File: src/rtl/stack_sequencer_if.sv
// Bus bundle between the stack sequencer and the core / memory stage.
// master: the sequencer (drives the memory port, status and popped results).
// slave : the core side (drives requests, PC/flags to push and memory read data).
//   call_req/int_req/ret_req/rti_req  1-cycle request pulses
//   pc_in[31:0], flags_in[2:0]        values to push, sampled on accept
//   mem_rdata[15:0]                   memory read data, one cycle after mem_re
//   mem_addr, mem_wdata, mem_we, mem_re  data memory port while busy
//   busy, done, pc_out, flags_out, pc_valid, flags_valid, sp, stack_ovf, stack_unf
interface stack_sequencer_if #(
  parameter int ADDR_W = 11
);
  logic              call_req;
  logic              int_req;
  logic              ret_req;
  logic              rti_req;
  logic [31:0]       pc_in;
  logic [2:0]        flags_in;
  logic [15:0]       mem_rdata;
  logic [ADDR_W-1:0] mem_addr;
  logic [15:0]       mem_wdata;
  logic              mem_we;
  logic              mem_re;
  logic              busy;
  logic              done;
  logic [31:0]       pc_out;
  logic [2:0]        flags_out;
  logic              pc_valid;
  logic              flags_valid;
  logic [ADDR_W-1:0] sp;
  logic              stack_ovf;
  logic              stack_unf;

  modport master (
    input  call_req, int_req, ret_req, rti_req, pc_in, flags_in, mem_rdata,
    output mem_addr, mem_wdata, mem_we, mem_re, busy, done, pc_out, flags_out,
           pc_valid, flags_valid, sp, stack_ovf, stack_unf
  );

  modport slave (
    output call_req, int_req, ret_req, rti_req, pc_in, flags_in, mem_rdata,
    input  mem_addr, mem_wdata, mem_we, mem_re, busy, done, pc_out, flags_out,
           pc_valid, flags_valid, sp, stack_ovf, stack_unf
  );
endinterface

File: src/rtl/stack_sequencer.sv
// Stack sequencer: moves a 32-bit PC (plus 3 flag bits for INT/RTI) to or from
// the stack as 2-3 16-bit memory words, one word per cycle, and owns the stack
// pointer. busy stalls the pipeline while the sequencer holds the memory port.
// Ports:
//   clk    system clock, rising edge
//   reset  synchronous, active-high; aborts any operation in flight
//   bus    stack_sequencer_if.master (requests, memory port, status, results)
// Optional feature: define STACK_GUARD_EN to reject pushes below STACK_LIMIT
// and pops above SP_INIT, raising the sticky stack_ovf / stack_unf flags.
module stack_sequencer #(
  parameter int ADDR_W      = 11,
  parameter int SP_INIT     = (1 << ADDR_W) - 1,
  parameter int STACK_LIMIT = (1 << ADDR_W) - 512
) (
  input logic                clk,
  input logic                reset,
  stack_sequencer_if.master  bus
);

  typedef enum logic [2:0] {
    IDLE, PUSH_HI, PUSH_LO, PUSH_FLG, POP_FLG, POP_LO, POP_HI, FIN
  } stateT;

  localparam logic [ADDR_W-1:0] SpInit = ADDR_W'(SP_INIT);

  stateT             state;
  logic [ADDR_W-1:0] sp;
  logic [ADDR_W-1:0] memAddr;
  logic [15:0]       memWdata;
  logic              memWe;
  logic              memRe;
  logic              done;
  logic [31:0]       pcOut;
  logic [2:0]        flagsOut;
  logic              pcValid;
  logic              flagsValid;
  logic              ovfFlag;
  logic              unfFlag;
  logic              isInt;
  logic              isRti;
  logic              isPop;
  logic [15:0]       pcLo;
  logic [2:0]        flagReg;
  logic [15:0]       loWord;
  logic [2:0]        flagCap;
  logic              pushRej;
  logic              popRej;

  logic [ADDR_W-1:0] spDec;
  logic [ADDR_W-1:0] spInc;
  logic [ADDR_W-1:0] spInc2;

  // Pointer arithmetic wraps modulo 2^ADDR_W.
  assign spDec  = sp - ADDR_W'(1);
  assign spInc  = sp + ADDR_W'(1);
  assign spInc2 = sp + ADDR_W'(2);

`ifdef STACK_GUARD_EN
  localparam logic [ADDR_W:0] LimitW  = (ADDR_W+1)'(STACK_LIMIT);
  localparam logic [ADDR_W:0] SpInitW = (ADDR_W+1)'(SP_INIT);

  logic [ADDR_W:0] spWide;
  logic [ADDR_W:0] pushExtra;
  logic [ADDR_W:0] popWords;

  // Compared one bit wider so the bounds do not wrap: the lowest word a push
  // touches is sp-(words-1), the highest a pop touches is sp+words.
  assign spWide    = {1'b0, sp};
  assign pushExtra = bus.int_req ? (ADDR_W+1)'(2) : (ADDR_W+1)'(1);
  assign popWords  = bus.rti_req ? (ADDR_W+1)'(3) : (ADDR_W+1)'(2);
  assign pushRej   = spWide < (LimitW + pushExtra);
  assign popRej    = (spWide + popWords) > SpInitW;
`else
  assign pushRej = 1'b0;
  assign popRej  = 1'b0;
`endif

  always_ff @(posedge clk) begin
    if (reset) begin
      state      <= IDLE;
      sp         <= SpInit;
      memAddr    <= '0;
      memWdata   <= '0;
      memWe      <= 1'b0;
      memRe      <= 1'b0;
      done       <= 1'b0;
      pcOut      <= '0;
      flagsOut   <= '0;
      pcValid    <= 1'b0;
      flagsValid <= 1'b0;
      ovfFlag    <= 1'b0;
      unfFlag    <= 1'b0;
      isInt      <= 1'b0;
      isRti      <= 1'b0;
      isPop      <= 1'b0;
    end else begin
      done       <= 1'b0;
      pcValid    <= 1'b0;
      flagsValid <= 1'b0;
      case (state)
        IDLE: begin
          pcLo    <= bus.pc_in[15:0];
          flagReg <= bus.flags_in;
          // Memory outputs are registered, so the first word's address and
          // data are set up here, on the accepting edge.
          if (bus.int_req || bus.call_req) begin
            if (pushRej) begin
              ovfFlag <= 1'b1;
            end else begin
              state    <= PUSH_HI;
              isInt    <= bus.int_req;
              isPop    <= 1'b0;
              memWe    <= 1'b1;
              memAddr  <= sp;
              memWdata <= bus.pc_in[31:16];
            end
          end else if (bus.rti_req || bus.ret_req) begin
            if (popRej) begin
              unfFlag <= 1'b1;
            end else begin
              state   <= bus.rti_req ? POP_FLG : POP_LO;
              isRti   <= bus.rti_req;
              isPop   <= 1'b1;
              memRe   <= 1'b1;
              memAddr <= spInc;
            end
          end
        end
        PUSH_HI: begin
          sp       <= spDec;
          memAddr  <= spDec;
          memWdata <= pcLo;
          state    <= PUSH_LO;
        end
        PUSH_LO: begin
          sp <= spDec;
          if (isInt) begin
            memAddr  <= spDec;
            memWdata <= {13'b0, flagReg};
            state    <= PUSH_FLG;
          end else begin
            memWe <= 1'b0;
            state <= FIN;
          end
        end
        PUSH_FLG: begin
          sp    <= spDec;
          memWe <= 1'b0;
          state <= FIN;
        end
        POP_FLG: begin
          sp      <= spInc;
          memAddr <= spInc2;
          state   <= POP_LO;
        end
        // Read data lags mem_re by one cycle: each state captures the word
        // requested by the state before it.
        POP_LO: begin
          sp      <= spInc;
          memAddr <= spInc2;
          flagCap <= bus.mem_rdata[2:0];
          state   <= POP_HI;
        end
        POP_HI: begin
          sp     <= spInc;
          memRe  <= 1'b0;
          loWord <= bus.mem_rdata;
          state  <= FIN;
        end
        FIN: begin
          state <= IDLE;
          done  <= 1'b1;
          if (isPop) begin
            pcOut   <= {bus.mem_rdata, loWord};
            pcValid <= 1'b1;
            if (isRti) begin
              flagsOut   <= flagCap;
              flagsValid <= 1'b1;
            end
          end
        end
        default: state <= IDLE;
      endcase
    end
  end

  assign bus.mem_addr    = memAddr;
  assign bus.mem_wdata   = memWdata;
  assign bus.mem_we      = memWe;
  assign bus.mem_re      = memRe;
  assign bus.busy        = (state != IDLE);
  assign bus.done        = done;
  assign bus.pc_out      = pcOut;
  assign bus.flags_out   = flagsOut;
  assign bus.pc_valid    = pcValid;
  assign bus.flags_valid = flagsValid;
  assign bus.sp          = sp;
`ifdef STACK_GUARD_EN
  assign bus.stack_ovf   = ovfFlag;
  assign bus.stack_unf   = unfFlag;
`else
  assign bus.stack_ovf   = 1'b0;
  assign bus.stack_unf   = 1'b0;
`endif

endmodule

File: src/flat_wrapper.sv
// flat-port wrapper written by rule: the top's interface ports become plain ports
module stack_sequencer_flat 
#(
  parameter int ADDR_W      = 11,
  parameter int SP_INIT     = (1 << ADDR_W) - 1,
  parameter int STACK_LIMIT = (1 << ADDR_W) - 512
)
  (clk, reset, bus_call_req, bus_int_req, bus_ret_req, bus_rti_req, bus_pc_in, bus_flags_in, bus_mem_rdata, bus_mem_addr, bus_mem_wdata, bus_mem_we, bus_mem_re, bus_busy, bus_done, bus_pc_out, bus_flags_out, bus_pc_valid, bus_flags_valid, bus_sp, bus_stack_ovf, bus_stack_unf);
  stack_sequencer_if #(.ADDR_W(ADDR_W)) bus_i ();
  input logic clk;
  input logic reset;
  input wire logic [$bits(bus_i.call_req)-1:0] bus_call_req;
  input wire logic [$bits(bus_i.int_req)-1:0] bus_int_req;
  input wire logic [$bits(bus_i.ret_req)-1:0] bus_ret_req;
  input wire logic [$bits(bus_i.rti_req)-1:0] bus_rti_req;
  input wire logic [$bits(bus_i.pc_in)-1:0] bus_pc_in;
  input wire logic [$bits(bus_i.flags_in)-1:0] bus_flags_in;
  input wire logic [$bits(bus_i.mem_rdata)-1:0] bus_mem_rdata;
  output wire logic [$bits(bus_i.mem_addr)-1:0] bus_mem_addr;
  output wire logic [$bits(bus_i.mem_wdata)-1:0] bus_mem_wdata;
  output wire logic [$bits(bus_i.mem_we)-1:0] bus_mem_we;
  output wire logic [$bits(bus_i.mem_re)-1:0] bus_mem_re;
  output wire logic [$bits(bus_i.busy)-1:0] bus_busy;
  output wire logic [$bits(bus_i.done)-1:0] bus_done;
  output wire logic [$bits(bus_i.pc_out)-1:0] bus_pc_out;
  output wire logic [$bits(bus_i.flags_out)-1:0] bus_flags_out;
  output wire logic [$bits(bus_i.pc_valid)-1:0] bus_pc_valid;
  output wire logic [$bits(bus_i.flags_valid)-1:0] bus_flags_valid;
  output wire logic [$bits(bus_i.sp)-1:0] bus_sp;
  output wire logic [$bits(bus_i.stack_ovf)-1:0] bus_stack_ovf;
  output wire logic [$bits(bus_i.stack_unf)-1:0] bus_stack_unf;
  assign bus_i.call_req = bus_call_req;
  assign bus_i.int_req = bus_int_req;
  assign bus_i.ret_req = bus_ret_req;
  assign bus_i.rti_req = bus_rti_req;
  assign bus_i.pc_in = bus_pc_in;
  assign bus_i.flags_in = bus_flags_in;
  assign bus_i.mem_rdata = bus_mem_rdata;
  assign bus_mem_addr = bus_i.mem_addr;
  assign bus_mem_wdata = bus_i.mem_wdata;
  assign bus_mem_we = bus_i.mem_we;
  assign bus_mem_re = bus_i.mem_re;
  assign bus_busy = bus_i.busy;
  assign bus_done = bus_i.done;
  assign bus_pc_out = bus_i.pc_out;
  assign bus_flags_out = bus_i.flags_out;
  assign bus_pc_valid = bus_i.pc_valid;
  assign bus_flags_valid = bus_i.flags_valid;
  assign bus_sp = bus_i.sp;
  assign bus_stack_ovf = bus_i.stack_ovf;
  assign bus_stack_unf = bus_i.stack_unf;
  stack_sequencer #(.ADDR_W(ADDR_W), .SP_INIT(SP_INIT), .STACK_LIMIT(STACK_LIMIT)) u_core (.clk(clk), .reset(reset), .bus(bus_i));
endmodule
File: config.mk
export PLATFORM = sky130hd
export DESIGN_NAME = stack_sequencer_flat
export DESIGN_NICKNAME = d
export VERILOG_FILES = /design/src/rtl/stack_sequencer_if.sv /design/src/rtl/stack_sequencer.sv /design/src/flat_wrapper.sv
export SDC_FILE = /design/constraint.sdc
export NUM_CORES = 1
export LEC_CHECK = 0
export CAP_MARGIN = 10
export CORE_MARGIN = 10
export CORE_UTILIZATION = 60
export DETAILED_ROUTE_END_ITERATION = 12
export DONT_BUFFER_PORTS = 1
export GPL_TIMING_DRIVEN = 0
export PLACE_DENSITY_LB_ADDON = 0.3
export SYNTH_ARGS = -nofsm -noshare
export SYNTH_HDL_FRONTEND = slang
export SYNTH_SLANG_ARGS = --single-unit
File: constraint.sdc
create_clock -name clk -period 3.7 [get_ports clk]
set_clock_uncertainty 0.15 [all_clocks]
set_input_delay 0.37 -clock clk [delete_from_list [all_inputs] [get_ports clk]]
set_output_delay 0.37 -clock clk [all_outputs]
set_load 0.005 [all_outputs]
# == Word level (Yosys, flattened, before mapping) ==
# Index checks and enable logic that the tools add are counted.
# totals
regBits,122
latchBits,0
ram_bits,0
rom_bits,0
input_bits,57
word_cells,89
mem_count,0
# classes
addsub,3
mul,0
div,0
n_lt_le_gt_ge,0
n_eq_ne,13
n_shift,0
n_mux,23
bitwise_logic,4
reduce_logical,28
# ops
op,count
$pmux W16 S3,1
$pmux W11 S4,1
$mux W11,3
$mux W16,2
$pmux W11 S2,1
$pmux W3 S7,1
$reduce_and A3 Y1,6
$eq A3 B3 Y1 const B,4
$reduce_and A2 Y1,6
$add A11 B1 Y11 const B,1
$add A11 B2 Y11 const B,1
$sub A11 B1 Y11 const B,1
$mux W1,9
$mux W3,3
$reduce_bool A3 Y1,3
$reduce_or A3 Y1,3
$eq A3 B2 Y1 const B,2
$ne A2 B1 Y1 const B,3
$reduce_bool A2 Y1,3
$reduce_or A2 Y1,3
$ne A2 B2 Y1 const B,2
$not A1 Y1,4
$reduce_bool A4 Y1,1
$eq A3 B1 Y1 const B,1
other kinds (5),6

# == Depth between registers and ports, before layout ==
# Gate-level depths: netlist of run 1.
# depth
ltp_word,4
ltp_mapped,8
mapped_depth_nobuf,7

# == Worst setup path after synthesis of run 1 ==
# No wires, ideal clock.
# synth_path
path_kind,flip-flop to flip-flop
startpoint,register u_core.state[1]
endpoint,register u_core.loWord[0] (enable)
setup_ns,0.409
t_arrival_ns,2.027
path_slack_ns,1.114
stages_incl_launch_ff,5
synth_period_minus_slack_ns,2.586
cell_sequence,dfxtp_1 -> buf_2 -> buf_2 -> nand2_1 -> nor3_1
# synth_via
elab_chain_len,2
# synth_lines
item,line,text
from (decl),stack_sequencer.sv:26,stateT state;
from (signal assigned),stack_sequencer.sv:121,state <= bus.rti_req ? POP_FLG : POP_LO;
$eq A3 B3 Y1,stack_sequencer.sv:100,case (state)
$reduce_and A2 Y1 (no line),n/a,
to (signal assigned),stack_sequencer.sv:167,loWord <= bus.mem_rdata;
to (decl),stack_sequencer.sv:44,logic [15:0] loWord;
# No other way between the ends.
# A chain may end at the register's enable or synchronous reset.

# == Final worst setup path of run 1 ==
# layout_path
startpoint,register u_core.sp[2] (netlist: u_core.bus.sp[2])
endpoint,register u_core.sp[7] (netlist: u_core.bus.sp[7])
# layout_via
elab_chain_len,2
elab_cells_between_ends,3
cone_classes,2 x add/sub; 1 x mux
# layout_lines
item,line,text
from (decl),stack_sequencer.sv:27,logic [ADDR_W-1:0] sp;
from (signal assigned),stack_sequencer.sv:81,sp <= SpInit;
from (signal assigned),stack_sequencer.sv:130,sp <= spDec;
from (signal assigned),stack_sequencer.sv:136,sp <= spDec;
$add A11 B1 Y11 / $sub A11 B1 Y11 (equally long branches),"stack_sequencer.sv:55, stack_sequencer.sv:54",
$pmux W11 S2 (*),stack_sequencer.sv:100,
# Mark *: on every way between the ends. The rest lies on a longest branch, timed or not.

==> results of run 1 <==
[registers in the layout, summed over array words and instances, names as in the netlist]
name,count
u_core.bus.pc_out,32
u_core.bus.pc_valid,1
u_core.bus.sp,11
u_core.flagReg,3
u_core.isPop,1
u_core.state,3
u_core.isInt,1
u_core.isRti,1
u_core.pcLo,16
u_core.flagCap,3
u_core.loWord,16
u_core.bus.flags_valid,1
u_core.bus.mem_we,1
u_core.bus.mem_re,1
u_core.bus.mem_addr,11
u_core.bus.done,1
u_core.bus.flags_out,3
u_core.bus.mem_wdata,16
[where the power goes]
| group | switching [mW] | internal [mW] | total (mW) |
|---|---|---|---|
| Sequential | 0.113 | 1.50 | 1.62 |
| Combinational | 0.572 | 0.342 | 0.914 |
| Clock | 0.719 | 0.872 | 1.59 |
| Total | 1.40 | 2.72 | 4.12 |
[layer usage]
layer / share of wire, % / vias to the layer above / wire length, um / track usage (%)
met5: 0 / - / 0 / 0
met1: 33 / 2335 / 6020 / 30.1
met2: 50 / 368 / 9030 / 46.2
met4: 3.5 / 0 / 636 / 11.4
li1: - / 2186 / - / -
met3: 13 / 75 / 2330 / 10.6
[cells in the mapped netlist (8+ instances only)]
| master | instances |
|---|---|
| clkbuf_1 | 24 |
| nand3_1 | 9 |
| a211oi_1 | 19 |
| nand2b_1 | 10 |
| a21oi_1 | 52 |
| xnor2_1 | 12 |
| a22oi_1 | 22 |
| buf_2 | 17 |
| nor3_1 | 14 |
| edfxtp_1 | 38 |
| nor2_1 | 51 |
| dfxtp_1 | 84 |
| xor2_1 | 12 |
| o21ai_1 | 8 |
| nand2_1 | 99 |
[kinds of logic after synthesis]
| logic type | Yosys count | share of synthesized area, % |
|---|---|---|
| adders and majority gates | 5 | 1.17 |
| xor gates and xnor gates | 24 | 3.94 |
| buffers and inverters | 52 | 4.34 |
| AOI/OAI and AO/OA | 150 | 19.2 |
| and+or+nand+nor | 213 | 18.3 |
| other | 1 | 0.0703 |
| DFF | 122 | 52.9 |
[what timing repair did]
action                                 in CTS  in global routing
setup buffers                               0                  0
setup endpoints to repair                   0                  0
hold buffers                               52                  0
endpoints found under the hold margin      70                  0
[area by class of cell]
type,instances,area [um2]
clock buffer,18,428
antenna,1,2.50
sequential,122,2820
clock inverter,14,128
tap,108,135
buffer,46,209
inverter,6,22.5
timing repair buffer,53,532
fill,541,2110
multi-input combinational,394,2290
[cells in the final DEF, fill, tap and decap left out, types with 5 or more instances in the layout]
cell type      instances
nor3_1                13
o21ai_1                8
a211oi_1              19
dlygate4sd3_1         52
xor2_1                12
o221ai_1               6
clkbuf_16             16
clkbuf_1              24
ha_1                   5
a21oi_1               52
nand2_1               99
nand4_1                6
edfxtp_1              38
nand3_1                9
dfxtp_1               84
xnor2_1               12
nor2_1                50
nand2b_1              10
a22oi_1               22
buf_2                 17
inv_6                  5
o21ai_0                6
[stage by stage]
step / hold slack, ps / utilization [%]
final: -2.62 / 75.7
after global routing: 14.3 / 75.7
after CTS: 4.10 / 75.6
after detailed placement: 319 / 63.2
after global placement: 319 / 63.0
after floorplan: 303 / -
[worst paths after layout]
path                                                          from                                   end  slack, ps  cells past startpoint
worst max register to register       u_core.bus.sp[2]$_SDFFE_PP1P_         u_core.bus.sp[7]$_SDFFE_PP1P_       1000                      8
worst min register to register  u_core.bus.pc_out[11]$_SDFFE_PP0P_    u_core.bus.pc_out[11]$_SDFFE_PP0P_        330                      2
worst min-delay path                                 bus_pc_in[17]  u_core.bus.mem_wdata[1]$_SDFFE_PP0P_         -3                      2
worst max-delay path                 u_core.bus.sp[2]$_SDFFE_PP1P_         u_core.bus.sp[7]$_SDFFE_PP1P_       1000                      8
==> summary.txt, run 1 <==
Timing
  • Slew margin rel.: 37.2%
  • Slew Viols, Final: 0
  • Final hold slack: -2.62 ps
  • Slew of the pin with the lowest slew margin: 941 ps
  • RSZ-0062 raised after global routing: no
  • Setup TNS: 0 ps
  • Final WS setup: 998 ps
  • Final worst path period need: approximately 2700 ps
  • Setup violators final: 0
  • Final period utilization: 73.0%
  • Fin. Hold Viols: 1
  • Fmax: between 0.3 and 0.4 GHz

Min path
  • Hold Path Class: in2reg

Route
  • Routed wire length per instance: 23.6 um
  • First-pass iteration count of the detailed router: 6
  • Via-per-instance ratio: 6.51
  • Total vias in the final route: between 4,000 and 5,000
  • DR iter-0 viols: 570
  • # DRC: 0
  • Antenna Nets Post-Route: 0
  • Drt total wl: 18,000 um

Synth
  • Synth cell types: 66
  • YS warnings: 0
  • Synth async-reset ratio: 0%
  • Share of the synthesized area in the top cell type: 31.5%
  • Register area share after synthesis: approximately 53%
  • Flops & latches, synth: 122
  • Synth Instances: 567
  • Post-synth EDFFs: 38
  • Main flop type after synthesis: dfxtp_1
  • Post-synth top area cell: dfxtp_1
  • Synth top area cells: dfxtp_1, edfxtp_1, nand2_1
  • Syn avg cell area: 9.40 um2
  • Synthesized area: 0.00533 mm2

Place
  • Cells after DPL: 677
  • IO buf count: 0
  • Setup WS pre-CTS: 1040 ps
  • GP Congestion: about 0.95
  • DP Area: 0.00549 mm2
  • Hpwl dp: roughly 11,000 um

Floorplanning
  • Die height: between 100 and 150 um
  • I/O pin cnt: 138
  • Placeable Area: 0.00868 mm2
  • Placement row count: 34
  • Initial core utilization: between 60% and 70%
  • Die Area: 0.0131 mm2
  • Die Width: about 110 um

Run
  • Max Cap Viol: 0

Finish
  • P&R area growth vs syn: 23.2%
  • Post-layout net count: between 700 and 800
  • Finished Layout Cells: around 760
  • Post-route cell area: 0.00657 mm2
  • Proportion of layout cells with a drive suffix above 1: 10.7%

Worst setup path
  • Critical Path Slowest Stage Cell: a21boi_1
  • Worst setup path class: reg2reg
  • Critical path buffers and inverters: 2
  • Top delay family on crit path: compound AO/OA/AOI/OAI gates
  • CP endpoint kind: register
  • CP startpoint kind: register
  • Critical Path Fanout Max: 8
  • CP Data Arrival Time: 2950 ps
  • Max stage delay on crit path: slightly above 400 ps
  • Required @ worst endpoint: 3940 ps
  • CP cell instances: clkbuf_1 -> inv_1 -> ha_1 -> a21boi_1 -> nor3b_2 -> o21ai_0 -> a221oi_1 -> o21ai_1

Power and ir drop
  • Pwr/cell area: 628 mW/mm2
  • LEAKAGE: 2.36 nW
  • Max IR drop VDD: 0.455 mV
  • Tot Pwr: 4.12 mW

CTS
  • CTS sink cnt: 122
  • CTS buffer count: 17
  • Clk slew on worst S/H paths: 60 ps
  • Worst-Skew Late Latency: approximately 530 ps
  • Post-CTS sizing: 0
  • CTS H-tree lvls: 4
  • CTS Root Cell: clkbuf_8
  • Clock tree buffer depth: 2
  • CTS tree: yes

Global routing
  • Vias in the first global route: 5,029
  • Initial antenna violation count: 1
  • Pin count of the biggest net entering global routing: 20
  • First-pass GRT wire length: 28,100 um
  • Final global-route overflow total: 0
  • Tot GR Track Use: 27.4%

Outcome
  • Status: complete, but fails checks
  • Failing checks: hold timing
Power figures use the tool's default switching activity.
==> run 2, diff against run 1 <==
- CORE_UTILIZATION: 60 -> 57
- clock period: 3.7 -> 2.4 ns (I/O delays scaled with it)
==> summary.txt, run 2 (synthesis gave the netlist of run 1 again) <==
Finish
  • Commonest non-fill, non-tap cell in the layout: nand2_1
  • Highest-count cells in the layout ignoring fill and taps: nand2_1, dfxtp_1, dlygate4sd3_1, a21oi_1, nor2_1
  • Proportion of layout cells with a drive suffix above 1: 11.5%
  • Fill cells: 639
  • Post-layout net count: 709
  • Post-route cell area: 0.00671 mm2
  • Max reg flops: 32
  • Final Util: 73.3%
  • Antenna cells: 0
  • P&R area growth vs syn: 25.9%

CTS
  • Clk slew on worst S/H paths: approximately 60 ps
  • CTS H-tree lvls: 4
  • Clock tree buffer depth: 2
  • CTS buffer count: 17
  • CTS tree: yes
  • Worst-Skew Late Latency: 520 ps
  • CTS sink cnt: 122
  • CTS Root Cell: clkbuf_8

Worst setup path
  • Top delay family on crit path: compound AO/OA/AOI/OAI gates
  • CP Data Arrival Time: ~2600 ps
  • CP startpoint: u_core.bus.sp[2]$_SDFFE_PP1P_
  • Critical path buffers and inverters: 3
  • Max stage delay on crit path: 410 ps
  • Worst setup path class: reg2reg
  • CP endpoint kind: register
  • Critical Path Slowest Stage Cell: dfxtp_1
  • Crit path depth: 9
  • R2R cell count: 9
  • Critical Path Fanout Max: 8
  • CP startpoint kind: register
  • Required @ worst endpoint: 2630 ps
  • RR Startpoint: u_core.bus.sp[2]$_SDFFE_PP1P_
  • CP cell instances: clkbuf_2 -> inv_1 -> ha_1 -> a21boi_2 -> nor3b_4 -> buf_4 -> a221o_1 -> a22oi_1 -> a211oi_1

Outcome
  • Status: complete, no violations

Floorplanning
  • Die Width: 117 um
  • Die Area: 0.0136 mm2
  • Die height: about 120 um
  • Placeable Area: 0.00915 mm2
  • I/O pin cnt: 138
  • Placement row count: 35
  • Initial core utilization: a little under 60%

Place
  • IO buf count: 0
  • DP Area: about 0.0055 mm2
  • Hpwl dp: 10,900 um
  • GP Congestion: 0.883

Timing
  • Slew of the pin with the lowest slew margin: 692 ps
  • Slew Viols, Final: 0
  • RSZ-0062 raised after global routing: yes
  • Slew margin rel.: 53.7%
  • Setup violators final: 0
  • Final period utilization: 99.6%
  • Final worst path period need: 2390 ps
  • Fin. Hold Viols: 0
  • Fmax: 0.418 GHz

Route
  • DR iter-0 viols: 504
  • Via-per-instance ratio: slightly above 6
  • First-pass iteration count of the detailed router: 5
  • # DRC: 0
  • Routed wire length per instance: 21.5 um
  • Total vias in the final route: about 4,800
  • Antenna Nets Post-Route: 0
  • Drt total wl: 16,600 um

Power and ir drop
  • LEAKAGE: roughly 2.4 nW
  • Max IR drop VDD: 0.698 mV
  • Pwr/cell area: 955 mW/mm2

Min path
  • Hold_sp: reset
  • Hold Path Class: in2reg
  • Hold depth: 2

Global routing
  • First-pass GRT wire length: 25,300 um
  • Vias in the first global route: 4,742
  • Initial antenna violation count: 0
  • Pin count of the biggest net entering global routing: 20
  • Final global-route overflow total: 0
  • Tot GR Track Use: 24.1%

Run
  • Max Cap Viol: 0
[run 2: area by class of cell]
type / count / area (um2) / area share, %
Timing Repair Buffer: 60 / 608 / 9.06
Multi-Input combinational cell: 394 / 2330 / 34.8
Inverter: 6 / 22.5 / 0.336
Buffer: 46 / 211 / 3.15
Sequential cell: 122 / 2820 / 42.1
Tap cell: 111 / 139 / 2.07
Clock inverter: 12 / 138 / 2.05
Clock buffer: 20 / 435 / 6.49
[run 2: metal layers]
layer | up-vias | track usage [%] | wire length, um
met1 | 2261 | 27.8 | 6170
li1 | 2196 | - | -
met4 | 0 | 11.1 | 481
met2 | 260 | 39.4 | 8320
met5 | - | 0 | 0
met3 | 49 | 8.06 | 1640
[run 2: through the flow]
| step | hold slack (ps) | power (mW) | std cells | setup TNS [ps] | setup slack [ps] |
|---|---|---|---|---|---|
| 3_5_place_dp | 189 | 3.78 | 679 | -4870 | -262 |
| 2_1_floorplan | 189 | 3.45 | 568 | 0 | 117 |
| 5_1_grt | 184 | 6.63 | 771 | -558 | -137 |
| 4_1_cts | 112 | 6.34 | 769 | 0 | 3.15 |
| 3_3_place_gp | 189 | 3.75 | 679 | -11190 | -412 |
| 6_report | 157 | 6.41 | 771 | 0 | 9.39 |
[run 2: timing repair]
item                       4_1_cts  5_1_grt
hold buffers                    58        0
setup endpoints to repair       22       76
gates resized for setup          7        6
hold endpoints to repair        80        0
pin swaps                        0        2
buffers inserted                 0        2
[run 2: worst register-to-register path, stage by stage (launching register included)]
cell      delay (ps)
dfxtp_1          410
clkbuf_2         230
inv_1            110
ha_1             180
a21boi_2         190
nor3b_4          180
buf_4            160
a221o_1          340
a22oi_1          200
a211oi_1         100
[run 2: path summary, 6_finish.rpt]
check / end / slack, ps
worst max-delay path: u_core.bus.mem_addr[7]$_SDFFE_PP0P_ / 9
worst min-delay path: u_core.bus.pc_valid$_SDFF_PP0_ / 160
worst max register to register: u_core.bus.mem_addr[7]$_SDFFE_PP0P_ / 9
worst min register to register: u_core.bus.pc_out[11]$_SDFFE_PP0P_ / 330
[run 2: where the power goes]
part	internal, mW	switching (mW)	leakage, nW	total [mW]
clock network	1.52	0.979	0.267	2.50
logic	0.544	0.877	1.11	1.42
registers	2.32	0.174	1.04	2.49
total	4.38	2.03	2.42	6.41
